===== src/rtl/pc_sequencer.sv =====
// Registered program counter for simpleCPU with branch resolution and a
// circular return-address stack for CALL/RET. Displacements are PC-relative.
module pc_sequencer #(
  parameter int unsigned ADDR_W    = 12,
  parameter int unsigned DISP_W    = 8,
  parameter int unsigned RAS_DEPTH = 4,
  parameter int unsigned RESET_PC  = 0
) (
  input  logic              clk,
  input  logic              rst,
  input  logic              stall,
  input  logic              instr_valid,
  input  logic [15:0]       instr,
  input  logic [3:0]        flags,
  output logic [ADDR_W-1:0] pc,
  output logic              is_jump,
  output logic              ras_empty,
  output logic              ras_full,
  output logic              ras_err
);

  localparam int unsigned PTR_W = $clog2(RAS_DEPTH);
  localparam int unsigned CNT_W = $clog2(RAS_DEPTH + 1);

  typedef enum logic [2:0] {
    CLS_SEQ,
    CLS_B,
    CLS_BC,
    CLS_CALL,
    CLS_RET
  } instr_class_t;

  logic [1:0]              op1;
  logic [2:0]              op2;
  logic [2:0]              cond;
  logic signed [DISP_W-1:0] disp;
  logic [ADDR_W-1:0]       exd;
  logic [ADDR_W-1:0]       seq;
  logic [ADDR_W-1:0]       tgt;

  logic flag_z;
  logic flag_s;
  logic flag_c;
  logic flag_v;
  logic cond_true;

  instr_class_t      cls;
  logic [ADDR_W-1:0] next_pc;
  logic              taken;
  logic              do_push;
  logic              do_pop;
  logic              err;
  logic              commit;

  logic [ADDR_W-1:0] ras_mem [RAS_DEPTH];
  logic [PTR_W-1:0]  sp;
  logic [PTR_W-1:0]  sp_dec;
  logic [CNT_W-1:0]  count;

  assign op1  = instr[15:14];
  assign op2  = instr[13:11];
  assign cond = instr[10:8];
  assign disp = instr[DISP_W-1:0];

  // Signed cast sign-extends the displacement; sums wrap at ADDR_W bits.
  assign exd = ADDR_W'(disp);
  assign seq = pc + ADDR_W'(1);
  assign tgt = seq + exd;

  assign {flag_z, flag_s, flag_c, flag_v} = flags;

  assign sp_dec    = sp - PTR_W'(1);
  assign ras_empty = (count == '0);
  assign ras_full  = (count == CNT_W'(RAS_DEPTH));
  assign commit    = !stall && instr_valid;

  always_comb begin
    cls = CLS_SEQ;
    if (op1 == 2'b10) begin
      case (op2)
        3'b100:  cls = CLS_B;
        3'b111:  cls = CLS_BC;
        3'b101:  cls = CLS_CALL;
        3'b110:  cls = CLS_RET;
        default: cls = CLS_SEQ;
      endcase
    end
  end

  always_comb begin
    case (cond)
      3'b000:  cond_true = flag_z;
      3'b001:  cond_true = flag_s ^ flag_v;
      3'b010:  cond_true = flag_z | (flag_s ^ flag_v);
      3'b011:  cond_true = !flag_z;
      3'b100:  cond_true = flag_c;
      default: cond_true = 1'b0;
    endcase
  end

  always_comb begin
    next_pc = seq;
    taken   = 1'b0;
    do_push = 1'b0;
    do_pop  = 1'b0;
    err     = 1'b0;
    case (cls)
      CLS_B: begin
        next_pc = tgt;
        taken   = 1'b1;
      end
      CLS_BC: begin
        if (cond_true) begin
          next_pc = tgt;
          taken   = 1'b1;
        end
      end
      CLS_CALL: begin
        // A full stack still pushes, silently dropping the oldest entry.
        next_pc = tgt;
        taken   = 1'b1;
        do_push = 1'b1;
        err     = ras_full;
      end
      CLS_RET: begin
        if (ras_empty) begin
          err = 1'b1;
        end else begin
          next_pc = ras_mem[sp_dec];
          taken   = 1'b1;
          do_pop  = 1'b1;
        end
      end
      default: begin
        next_pc = seq;
      end
    endcase
  end

  always_ff @(posedge clk) begin
    if (rst) begin
      pc      <= ADDR_W'(RESET_PC);
      is_jump <= 1'b0;
      ras_err <= 1'b0;
      sp      <= '0;
      count   <= '0;
    end else if (!stall) begin
      if (instr_valid) begin
        pc      <= next_pc;
        is_jump <= taken;
        ras_err <= err;
        if (do_push) begin
          sp <= sp + PTR_W'(1);
          if (!ras_full) begin
            count <= count + CNT_W'(1);
          end
        end else if (do_pop) begin
          sp    <= sp_dec;
          count <= count - CNT_W'(1);
        end
      end else begin
        is_jump <= 1'b0;
        ras_err <= 1'b0;
      end
    end
  end

  // Stack storage carries no reset; only sp and count define its contents.
  always_ff @(posedge clk) begin
    if (!rst && commit && do_push) begin
      ras_mem[sp] <= seq;
    end
  end

endmodule


===== config.mk =====
export PLATFORM = sky130hd
export DESIGN_NAME = pc_sequencer
export DESIGN_NICKNAME = d
export VERILOG_FILES = /design/src/rtl/pc_sequencer.sv
export SDC_FILE = /design/constraint.sdc
export NUM_CORES = 1
export LEC_CHECK = 0
export ABC_AREA = 1
export BUFFER_PORTS_ARGS = -buffer_cell sky130_fd_sc_hd__buf_4
export CAP_MARGIN = 20
export CELL_PAD_IN_SITES_DETAIL_PLACEMENT = 1
export CELL_PAD_IN_SITES_GLOBAL_PLACEMENT = 1
export CORE_AREA = 2 2 132 70
export CTS_CLUSTER_SIZE = 24
export DETAILED_ROUTE_END_ITERATION = 10
export DIE_AREA = 0 0 134 72
export GPL_TIMING_DRIVEN = 0
export PLACE_DENSITY_LB_ADDON = 0.05
export SYNTH_ARGS = -nofsm -noshare
export SYNTH_HDL_FRONTEND = slang
export SYNTH_SLANG_ARGS = --single-unit

===== constraint.sdc =====
create_clock -name clk -period 6.32 [get_ports clk]
set_input_delay 1.264 -clock clk [delete_from_list [all_inputs] [get_ports clk]]
set_output_delay 1.264 -clock clk [all_outputs]
set_load 0.02 [all_outputs]

==> results of run 1 <==
## path summary, 6_finish.rpt
path	cells past startpoint	to
max	18	pc[11]$_SDFFE_PP0P_
min	1	count[2]$_SDFFE_PP0P_
max reg2reg	18	pc[11]$_SDFFE_PP0P_
min reg2reg	1	count[2]$_SDFFE_PP0P_
## placed cells by master, fill, tap and decap left out, types with 8 or more instances in the layout
master,count
inv_1,51
nor2_1,37
buf_4,41
a21oi_1,38
clkbuf_1,8
dfxtp_1,19
a22oi_1,8
clkbuf_16,9
nand2_1,133
o21ai_0,16
nand3_1,43
edfxtp_1,48
ha_1,17
## sequential cells by signal (all words and copies together) (netlist names)
name and flops:
count 3, is_jump 1, pc 12, ras_err 1, ras_mem 48, sp 2
## per-layer routing
metal | GRT usage (%) | share of wire, % | vias up
met3 | 5.10 | 7.0 | 13
met1 | 42.1 | 50 | 1738
li1 | - | - | 1717
met5 | 0 | 0 | -
met2 | 41.2 | 42 | 112
met4 | 6.38 | 1.1 | 0
## power breakdown
part | total, mW | internal [mW] | leakage [nW] | switching, mW
Sequential | 0.471 | 0.469 | 0.595 | 0.00241
Combinational | 0.0851 | 0.0309 | 1.31 | 0.0542
Clock | 0.450 | 0.263 | 0.127 | 0.187
Total | 1.01 | 0.763 | 2.04 | 0.243
## area by class of cell
class	count	area share [%]
buffer	12	1.13
clock inverter	5	0.643
inverter	56	4.50
timing repair buffer	42	6.83
multi-input combinational	347	39.8
clock buffer	11	4.98
sequential	67	39.0
tap	117	3.14
## kinds of logic (layout without fill, tap and decap cells)
kind of cell	count (synthesis)	in the layout
xor gates and xnor gates	12	12
and+or+nand+nor	241	241
buffers and inverters	68	126
adders and majority gates	19	19
DFF	67	67
AOI/OAI and AO/OA	75	75
## worst reg2reg max path: stages (launching register included)
cell and delay (ns):
dfxtp_1 0.43, ha_1 0.21, nand2_1 0.09, nor3_2 0.29
nand2_1 0.11, xnor2_1 0.56, ha_1 0.41, nand2_1 0.08
nand2_1 0.05, inv_1 0.08, nor2_1 0.04, nor2_1 0.16
nand2_1 0.09, nor2_1 0.29, nand3_1 0.13, nand3_1 0.09
nand2_1 0.05, nand2_1 0.05, a21oi_1 0.05
==> impl_metrics.tcl, run 1 <==
set metrics [dict create \
    status "finished, final reports clean" \
    place_inst 639 \
    vias_per_cell 5.45 \
    muxShareOfSynthArea_pct 0 \
    crit_slowest_cell "xnor2_1" \
    synth-edff-count 48 \
    yosys_warnings 0 \
    antenna_left 0 \
    min_period_ns 3.40 \
    regArea_um2 1820 \
    cts_setup_buffers 0 \
    synth_top_area_share_pct 36.6 \
    overflow 0 \
    clock_skew_ns 0.00760 \
    synth.area.top_cells "edfxtp_1 37%, nand2_1 13%, dfxtp_1 9.7%, nand3_1 5.5%, ha_1 5.4%" \
    grt_start_max_net_pins 13 \
    cts_buffer_depth 2 \
    cp_data_arrival_time_ns 3.60 \
    drc 0 \
    cp_num_buf_inv 1 \
    cts_tree "yes" \
    powerDensity_nw_per_um2 216 \
    grt_pass1_wl_mm 20.1 \
    crit_start "pc[0]$_SDFFE_PP0P_" \
    synth_compound_area_share_pct 11.0 \
    n_antenna_cell 0 \
    io_pins 40 \
    crit_fanout 7 \
    nNetsFinal 578 \
    antenna_found_initial 0 \
    numPortBuffers 38 \
    ys_types 35 \
    crit_type "flip-flop to flip-flop" \
    relSlewSlack_pct 42.8 \
    ctsHoldBuffers 0 \
    end_kind "flip-flop" \
    worstHoldStart "count[2]$_SDFFE_PP0P_" \
    finalSetupViolCount 0 \
    core_um2 8440 \
    cts_made_buffers 9 \
    critical-path-max-stage-delay_ns 0.56 \
    synth_nets 525 \
    start_kind "flip-flop" \
    cts_root_buffer "clkbuf_16" \
    area_growth_syn_to_layout_pct 18.5 \
    grt_use_total_pct 27.7 \
    drt-wirelength-per-cell_um 19.1 \
    synth_seq_cells 67 \
    wirelength_mm 12.6 \
    tightest_slew_ns 0.855 \
    critical_path.cell_chain "ha_1 -> nand2_1 -> nor3_2 -> nand2_1 -> xnor2_1 -> ha_1 -> nand2_1 -> nand2_1 -> inv_1 -> nor2_1 -> nor2_1 -> nand2_1 -> nor2_1 -> nand3_1 -> nand3_1 -> nand2_1 -> nand2_1 -> a21oi_1" \
    drv_slew 0 \
    avgSynthCellArea_um2 8.18 \
    hold_viol 0 \
    cts_sinks 67 \
    finish.utilization_pct 55.3 \
    synth_top_family_by_area "simple AND/OR/NAND/NOR gates" \
    max_freq_mhz 294 \
    r2r_slack_ns 2.92 \
    cts_max_level 3 \
    yosysTopAreaCell "edfxtp_1" \
    grt_pass1_vias 3665 \
    die_h_um 72 \
    cts_resized 0 \
    cp.required_ns 6.52 \
    synthXorXnorAreaFrac_pct 2.67 \
    num_vias 3580 \
    place_area_um2 4390 \
    start_util_pct 46.7 \
    async_flop_share_pct 0 \
    synth_fa_ha_area_share_pct 6.41 \
    synth-simple-area-share_pct 27.1 \
    die_w_um 134 \
    synth_top_flop_cell "edfxtp_1" \
    ir_worst_vdd_v 0.000134 \
    rsz0062_at_grt "no" \
    finalNonFillerCells 657 \
    core.rowCount 24 \
    dieArea_um2 9650 \
    nFillCells 1036 \
    timing.rr.start "pc[0]$_SDFFE_PP0P_" \
    timing.hold.ws_ns 0.506 \
    drive_gt1_share_pct 15.9 \
    min_path_type "flip-flop to flip-flop" \
    synth_common_cells "133 x nand2_1, 51 x inv_1, 48 x edfxtp_1, 43 x nand3_1, 38 x a21oi_1" \
    ys_seq_area_share_pct 46.2 \
    hpwlAfterDp_mm 9.54 \
    synth_most_common_cell "nand2_1" \
    power.leakage_nw 2.04 \
    gp_congestion 0.862 \
    mappedNetlistArea_um2 3940 \
    drv_cap 0 \
    crit_family "simple AND/OR/NAND/NOR gates" \
    clk_pin_slew_ns 0.06 \
    synth_cells 482 \
    fin_tns_setup_ns 0 \
    path_common_cell "nand2_1" \
    finalCritPeriodShare_pct 53.8 \
    clk_latency_ns 0.33 \
    drtIter0Drc 309 \
    multi_input_area_um2 1860 \
    worst_slack_ns 2.92 \
    post-place-ws_ns 2.42 \
    final_cell_area_um2 4670 \
    drtPass1Iterations 4 \
    power_mw 1.01 \
]
(Power assumes the default switching activity.)
==> run 2: changes to the inputs <==
--- a/config.mk
+++ b/config.mk
@@ -10,10 +10,10 @@
 export CAP_MARGIN = 20
 export CELL_PAD_IN_SITES_DETAIL_PLACEMENT = 1
 export CELL_PAD_IN_SITES_GLOBAL_PLACEMENT = 1
-export CORE_AREA = 2 2 132 70
+export CORE_AREA = 2 2 137 72
 export CTS_CLUSTER_SIZE = 24
 export DETAILED_ROUTE_END_ITERATION = 10
-export DIE_AREA = 0 0 134 72
+export DIE_AREA = 0 0 139 74
 export GPL_TIMING_DRIVEN = 0
 export PLACE_DENSITY_LB_ADDON = 0.05
 export SYNTH_ARGS = -nofsm -noshare
==> constraint.sdc (replaced) <==
create_clock -name clk -period 3.5 [get_ports clk]
set_input_delay 0.7 -clock clk [delete_from_list [all_inputs] [get_ports clk]]
set_output_delay 0.7 -clock clk [all_outputs]
set_load 0.02 [all_outputs]
==> impl_metrics.tcl, run 2 (synthesis gave the netlist of run 1 again) <==
set metrics [dict create \
    cts_made_buffers 9 \
    core.rowCount 25 \
    cts_max_level 3 \
    drtIter0Drc 315 \
    cts_buffer_depth 2 \
    largest_register_ffs 48 \
    end_kind "flip-flop" \
    ir_worst_vdd_v 0.000252 \
    seq_power_share_pct 45.1 \
    grt_start_max_net_pins 12 \
    worstHoldEndpoint "is_jump$_SDFFE_PP0N_" \
    cts_tree "yes" \
    antenna_found_initial 0 \
    status "finished, final reports clean" \
    clk_pin_slew_ns 0.05 \
    final_common_cell "nand2_1" \
    grt_pass1_wl_mm 19.9 \
    clk_latency_ns 0.33 \
    switching_share_pct 23.1 \
    top_regs "ras_mem (48), pc (12), count (3)" \
    worstHoldStart "is_jump$_SDFFE_PP0N_" \
    drtPass1Iterations 5 \
    grt_pass1_vias 3640 \
    gp_congestion 0.850 \
    finalCritPeriodShare_pct 90.9 \
    start_kind "flip-flop" \
    cts_setup_buffers 0 \
    whs_path_depth 2 \
    crit_fanout 8 \
    reg2reg_depth 14 \
    clockPowerShare_pct 46.8 \
    wirelength_mm 12.7 \
    die_h_um 74 \
    tightest_slew_ns 0.832 \
    relSlewSlack_pct 44.4 \
    drc 0 \
    io_pins 40 \
    hpwlAfterDp_mm 9.91 \
    clock_skew_ns 0.00442 \
    drv_cap 0 \
    cp_data_arrival_time_ns 3.37 \
    combPwrFrac_pct 8.1 \
    max_freq_mhz 314 \
    antenna_left 0 \
    r2r_slack_ns 0.32 \
    regMostFlops "ras_mem" \
    area_growth_syn_to_layout_pct 19.4 \
    power.internal_mw 1.45 \
    core_um2 9130 \
    cp.required_ns 3.69 \
    reg2reg_to "pc[8]$_SDFFE_PP0P_" \
    nNetsFinal 578 \
    n_antenna_cell 0 \
    cts_sinks 67 \
    dieArea_um2 10300 \
    rsz0062_at_grt "no" \
    vias_per_cell 5.43 \
    numPortBuffers 38 \
    overflow 0 \
    min_path_type "flip-flop to flip-flop" \
    min_period_ns 3.18 \
    finalSetupViolCount 0 \
    p_sw_uw 436 \
    final_cell_mix "133 x nand2_1, 51 x inv_1, 48 x edfxtp_1" \
    start_util_pct 43.2 \
    powerDensity_nw_per_um2 401 \
    grt_use_total_pct 25.8 \
    finish.utilization_pct 51.5 \
    nFillCells 1128 \
    hold_viol 0 \
    timing.rr.start "pc[0]$_SDFFE_PP0P_" \
    drv_slew 0 \
    cts_root_buffer "clkbuf_16" \
    drt-wirelength-per-cell_um 19.2 \
    power.leakage_nw 2.05 \
    num_vias 3592 \
    die_w_um 139 \
    drive_gt1_share_pct 16.1 \
    crit_type "flip-flop to flip-flop" \
    fin_tns_setup_ns 0 \
]
## run 2: metrics by stage
step	hold slack (ns)	setup slack, ns	instance area [um^2]	total power [mW]	instances
detailed placement	0.489	0.347	4410	1.02	645
finish	0.494	0.318	4710	1.89	661
CTS	0.508	0.335	4700	1.90	661
floorplan	0.473	0.924	3940	0.954	482
global placement	0.465	0.167	4380	1.01	641
global route	0.531	0.0259	4710	1.95	661
## run 2: how the worst max path moves through the flow
stage,from,end,slack [ns],depth (start not counted)
global route,pc[0]$_SDFFE_PP0P_,pc[8]$_SDFFE_PP0P_,0.03,14
finish,pc[0]$_SDFFE_PP0P_,pc[8]$_SDFFE_PP0P_,0.32,14
CTS,pc[0]$_SDFFE_PP0P_,pc[8]$_SDFFE_PP0P_,0.33,14
floorplan,pc[0]$_SDFFE_PP0P_,pc[8]$_SDFFE_PP0P_,0.92,14
global placement,stall,ras_mem[0][1]$_DFFE_PP_,0.17,7
detailed placement,pc[0]$_SDFFE_PP0P_,pc[8]$_SDFFE_PP0P_,0.35,14
## run 2: final cells by class
type / count / area (um^2) / share of cell area [%]
buffer: 12 / 52.6 / 1.12
clock buffer: 11 / 233 / 4.95
clock inverter: 5 / 53.8 / 1.14
inverter: 56 / 210 / 4.47
multi-input combinational: 347 / 1860 / 39.6
sequential: 67 / 1820 / 38.7
tap: 121 / 151 / 3.22
timing repair buffer: 42 / 319 / 6.78
## run 2: what timing repair did
item                                    in CTS  in global routing
endpoints found under the setup margin       0                  1
hold buffers                                 0                  0
resized for setup                            0                  1
## run 2: power groups by stage
stage	clock (mW)	combinational (mW)	sequential, mW
floorplan	0	0.0844	0.869
global placement	0	0.144	0.867
detailed placement	0	0.151	0.867
CTS	0.895	0.152	0.851
global route	0.933	0.171	0.851
finish	0.883	0.153	0.851
## run 2: metal layers
layer | wire length [um] | vias to the layer above | share of wire, % | GRT usage [%]
met3 | 1030 | 10 | 8.1 | 7.60
li1 | - | 1716 | - | -
met2 | 5300 | 126 | 42 | 38.3
met1 | 6250 | 1740 | 49 | 37.6
met5 | 0 | - | 0 | 0
met4 | 95 | 0 | 0.75 | 5.72
## run 2: worst max-delay path, stage by stage (launching register included)
cell	delay [ns]
dfxtp_1	0.42
inv_1	0.21
nor2_4	0.20
nand2_1	0.10
nor2_1	0.16
xor2_1	0.49
ha_1	0.39
a21o_1	0.21
a21oi_1	0.13
nand2_1	0.11
or2_2	0.29
nand3_1	0.13
nand3_1	0.08
nand2_1	0.06
a21oi_1	0.05
==> run 3: changes to the inputs <==
--- a/config.mk
+++ b/config.mk
@@ -10,10 +10,10 @@
 export CAP_MARGIN = 20
 export CELL_PAD_IN_SITES_DETAIL_PLACEMENT = 1
 export CELL_PAD_IN_SITES_GLOBAL_PLACEMENT = 1
-export CORE_AREA = 2 2 137 72
+export CORE_AREA = 2 2 113 87
 export CTS_CLUSTER_SIZE = 24
 export DETAILED_ROUTE_END_ITERATION = 10
-export DIE_AREA = 0 0 139 74
+export DIE_AREA = 0 0 115 89
 export GPL_TIMING_DRIVEN = 0
 export PLACE_DENSITY_LB_ADDON = 0.05
 export SYNTH_ARGS = -nofsm -noshare
==> impl_metrics.tcl, run 3 (synthesis gave the netlist of run 1 again) <==
set metrics [dict create \
    nFillCells 1123 \
    overflow 0 \
    drv_cap 0 \
    dieArea_um2 10200 \
    n_antenna_cell 0 \
    rsz0062_at_grt "no" \
    status "finished, final reports clean" \
    clk_latency_ns 0.33 \
    hold_viol 0 \
    antenna_found_initial 0 \
    crit_start "pc[0]$_SDFFE_PP0P_" \
    timing.rr.start "pc[0]$_SDFFE_PP0P_" \
    area_growth_syn_to_layout_pct 19.3 \
    cts_sinks 67 \
    fin_tns_setup_ns 0 \
    start_kind "flip-flop" \
    place_area_um2 4410 \
    grt_busiest_layer "met2" \
    io_pins 40 \
    drt-wirelength-per-cell_um 19.0 \
    max_freq_mhz 315 \
    start_util_pct 43.8 \
    cts_resized 0 \
    numPortBuffers 38 \
    power.internal_mw 1.45 \
    relSlewSlack_pct 47.1 \
    core.rowCount 30 \
    place_inst 636 \
    power.leakage_nw 2.05 \
    switching_share_pct 23.4 \
    post-place-ws_ns 0.347 \
    cts_tree "yes" \
    final_common_cell "nand2_1" \
    gp_congestion 0.856 \
    finalCritPeriodShare_pct 90.6 \
    cts_root_buffer "clkbuf_16" \
    grt_pass1_vias 3557 \
    p_sw_uw 443 \
    final_cell_area_um2 4700 \
    worstHoldStart "is_jump$_SDFFE_PP0N_" \
    cp.required_ns 3.70 \
    min_path_type "flip-flop to flip-flop" \
    gr-usage-met3_pct 4.27 \
    drtPass1Iterations 5 \
    powerDensity_nw_per_um2 403 \
    drc 0 \
    combPwrFrac_pct 7.9 \
    met2_usage_pct 43.3 \
    crit_fanout 7 \
    regMostFlops "ras_mem" \
    drive_gt1_share_pct 16.1 \
    final_cell_mix "133 x nand2_1, 51 x inv_1, 48 x edfxtp_1" \
    cts_made_buffers 9 \
    antenna_left 0 \
    num_vias 3548 \
    cts_setup_buffers 0 \
    nNetsFinal 578 \
    seq_power_share_pct 44.9 \
    vias_per_cell 5.44 \
    drv_slew 0 \
    finalNonFillerCells 652 \
    drtIter0Drc 230 \
    grt_use_total_pct 25.4 \
    largest_register_ffs 48 \
    top_regs "ras_mem (48), pc (12), count (3)" \
    clockPowerShare_pct 47.2 \
    die_h_um 89 \
    ctsHoldBuffers 0 \
    grt_start_max_net_pins 13 \
    tightest_slew_ns 0.789 \
    cts_buffer_depth 2 \
    end_kind "flip-flop" \
    gr-usage-met1_pct 34.2 \
    power_mw 1.89 \
    clk_pin_slew_ns 0.06 \
    wirelength_mm 12.4 \
    cts_max_level 3 \
    min_period_ns 3.17 \
    hpwlAfterDp_mm 9.21 \
    ir_worst_vdd_v 0.000174 \
    grt_pass1_wl_mm 19.1 \
    core_um2 9010 \
    crit_type "flip-flop to flip-flop" \
    worst_slack_ns 0.330 \
    clock_skew_ns 0.00838 \
    cp_data_arrival_time_ns 3.37 \
    die_w_um 115 \
    finalSetupViolCount 0 \
]
## run 3: cell count changes in the layout (fill, tap and decap cells not counted), sizes merged
cell      delta
clkbuf       -2
clkinv       +2
clkinvlp     -1
inv          +1
## run 3: final timing paths
path	slack [ns]	endpoint	cells after the start
worst min-delay path	0.47	is_jump$_SDFFE_PP0N_	2
worst min register to register	0.47	is_jump$_SDFFE_PP0N_	2
worst max register to register	0.33	pc[10]$_SDFFE_PP0P_	14
worst max-delay path	0.33	pc[10]$_SDFFE_PP0P_	14
## run 3: power groups by stage
stage	sequential [mW]	combinational, mW	clock, mW
final	0.850	0.149	0.894
after detailed placement	0.867	0.149	0
after global routing	0.851	0.166	0.929
after floorplan	0.869	0.0844	0
after CTS	0.850	0.150	0.904
after global placement	0.867	0.143	0
## run 3: routing by layer
layer  vias to the layer above  wire length (um)
met5                         -                 0
met1                      1729              5720
met3                        15               570
met4                         0               162
li1                       1718                 -
met2                        86              5920
## run 3: critical path, stage by stage (launching register included)
cell	delay (ns)
dfxtp_1	0.39
ha_1	0.19
nand2_1	0.09
nor3_2	0.29
nand2_1	0.12
xnor2_1	0.64
ha_1	0.42
nand2_1	0.10
inv_1	0.04
a21oi_1	0.20
nand4_1	0.12
nand3_1	0.15
nand2_1	0.08
a21oi_1	0.15
nor2_1	0.06
## run 3: metrics by stage
stage	hold slack (ns)	util [%]
2_1_floorplan	0.473	-
3_3_place_gp	0.463	48.5
3_5_place_dp	0.459	48.9
4_1_cts	0.467	52.2
5_1_grt	0.480	52.2
6_report	0.466	52.2
## run 3: cell type report
cell class | count | area, um^2 | share of cell area [%]
Inverter | 56 | 210 | 4.47
Sequential cell | 67 | 1820 | 38.8
Tap cell | 112 | 140 | 2.98
Buffer | 12 | 52.6 | 1.12
Clock buffer | 9 | 225 | 4.79
Timing Repair Buffer | 42 | 327 | 6.95
Multi-Input combinational cell | 347 | 1860 | 39.5
Clock inverter | 7 | 67.6 | 1.44
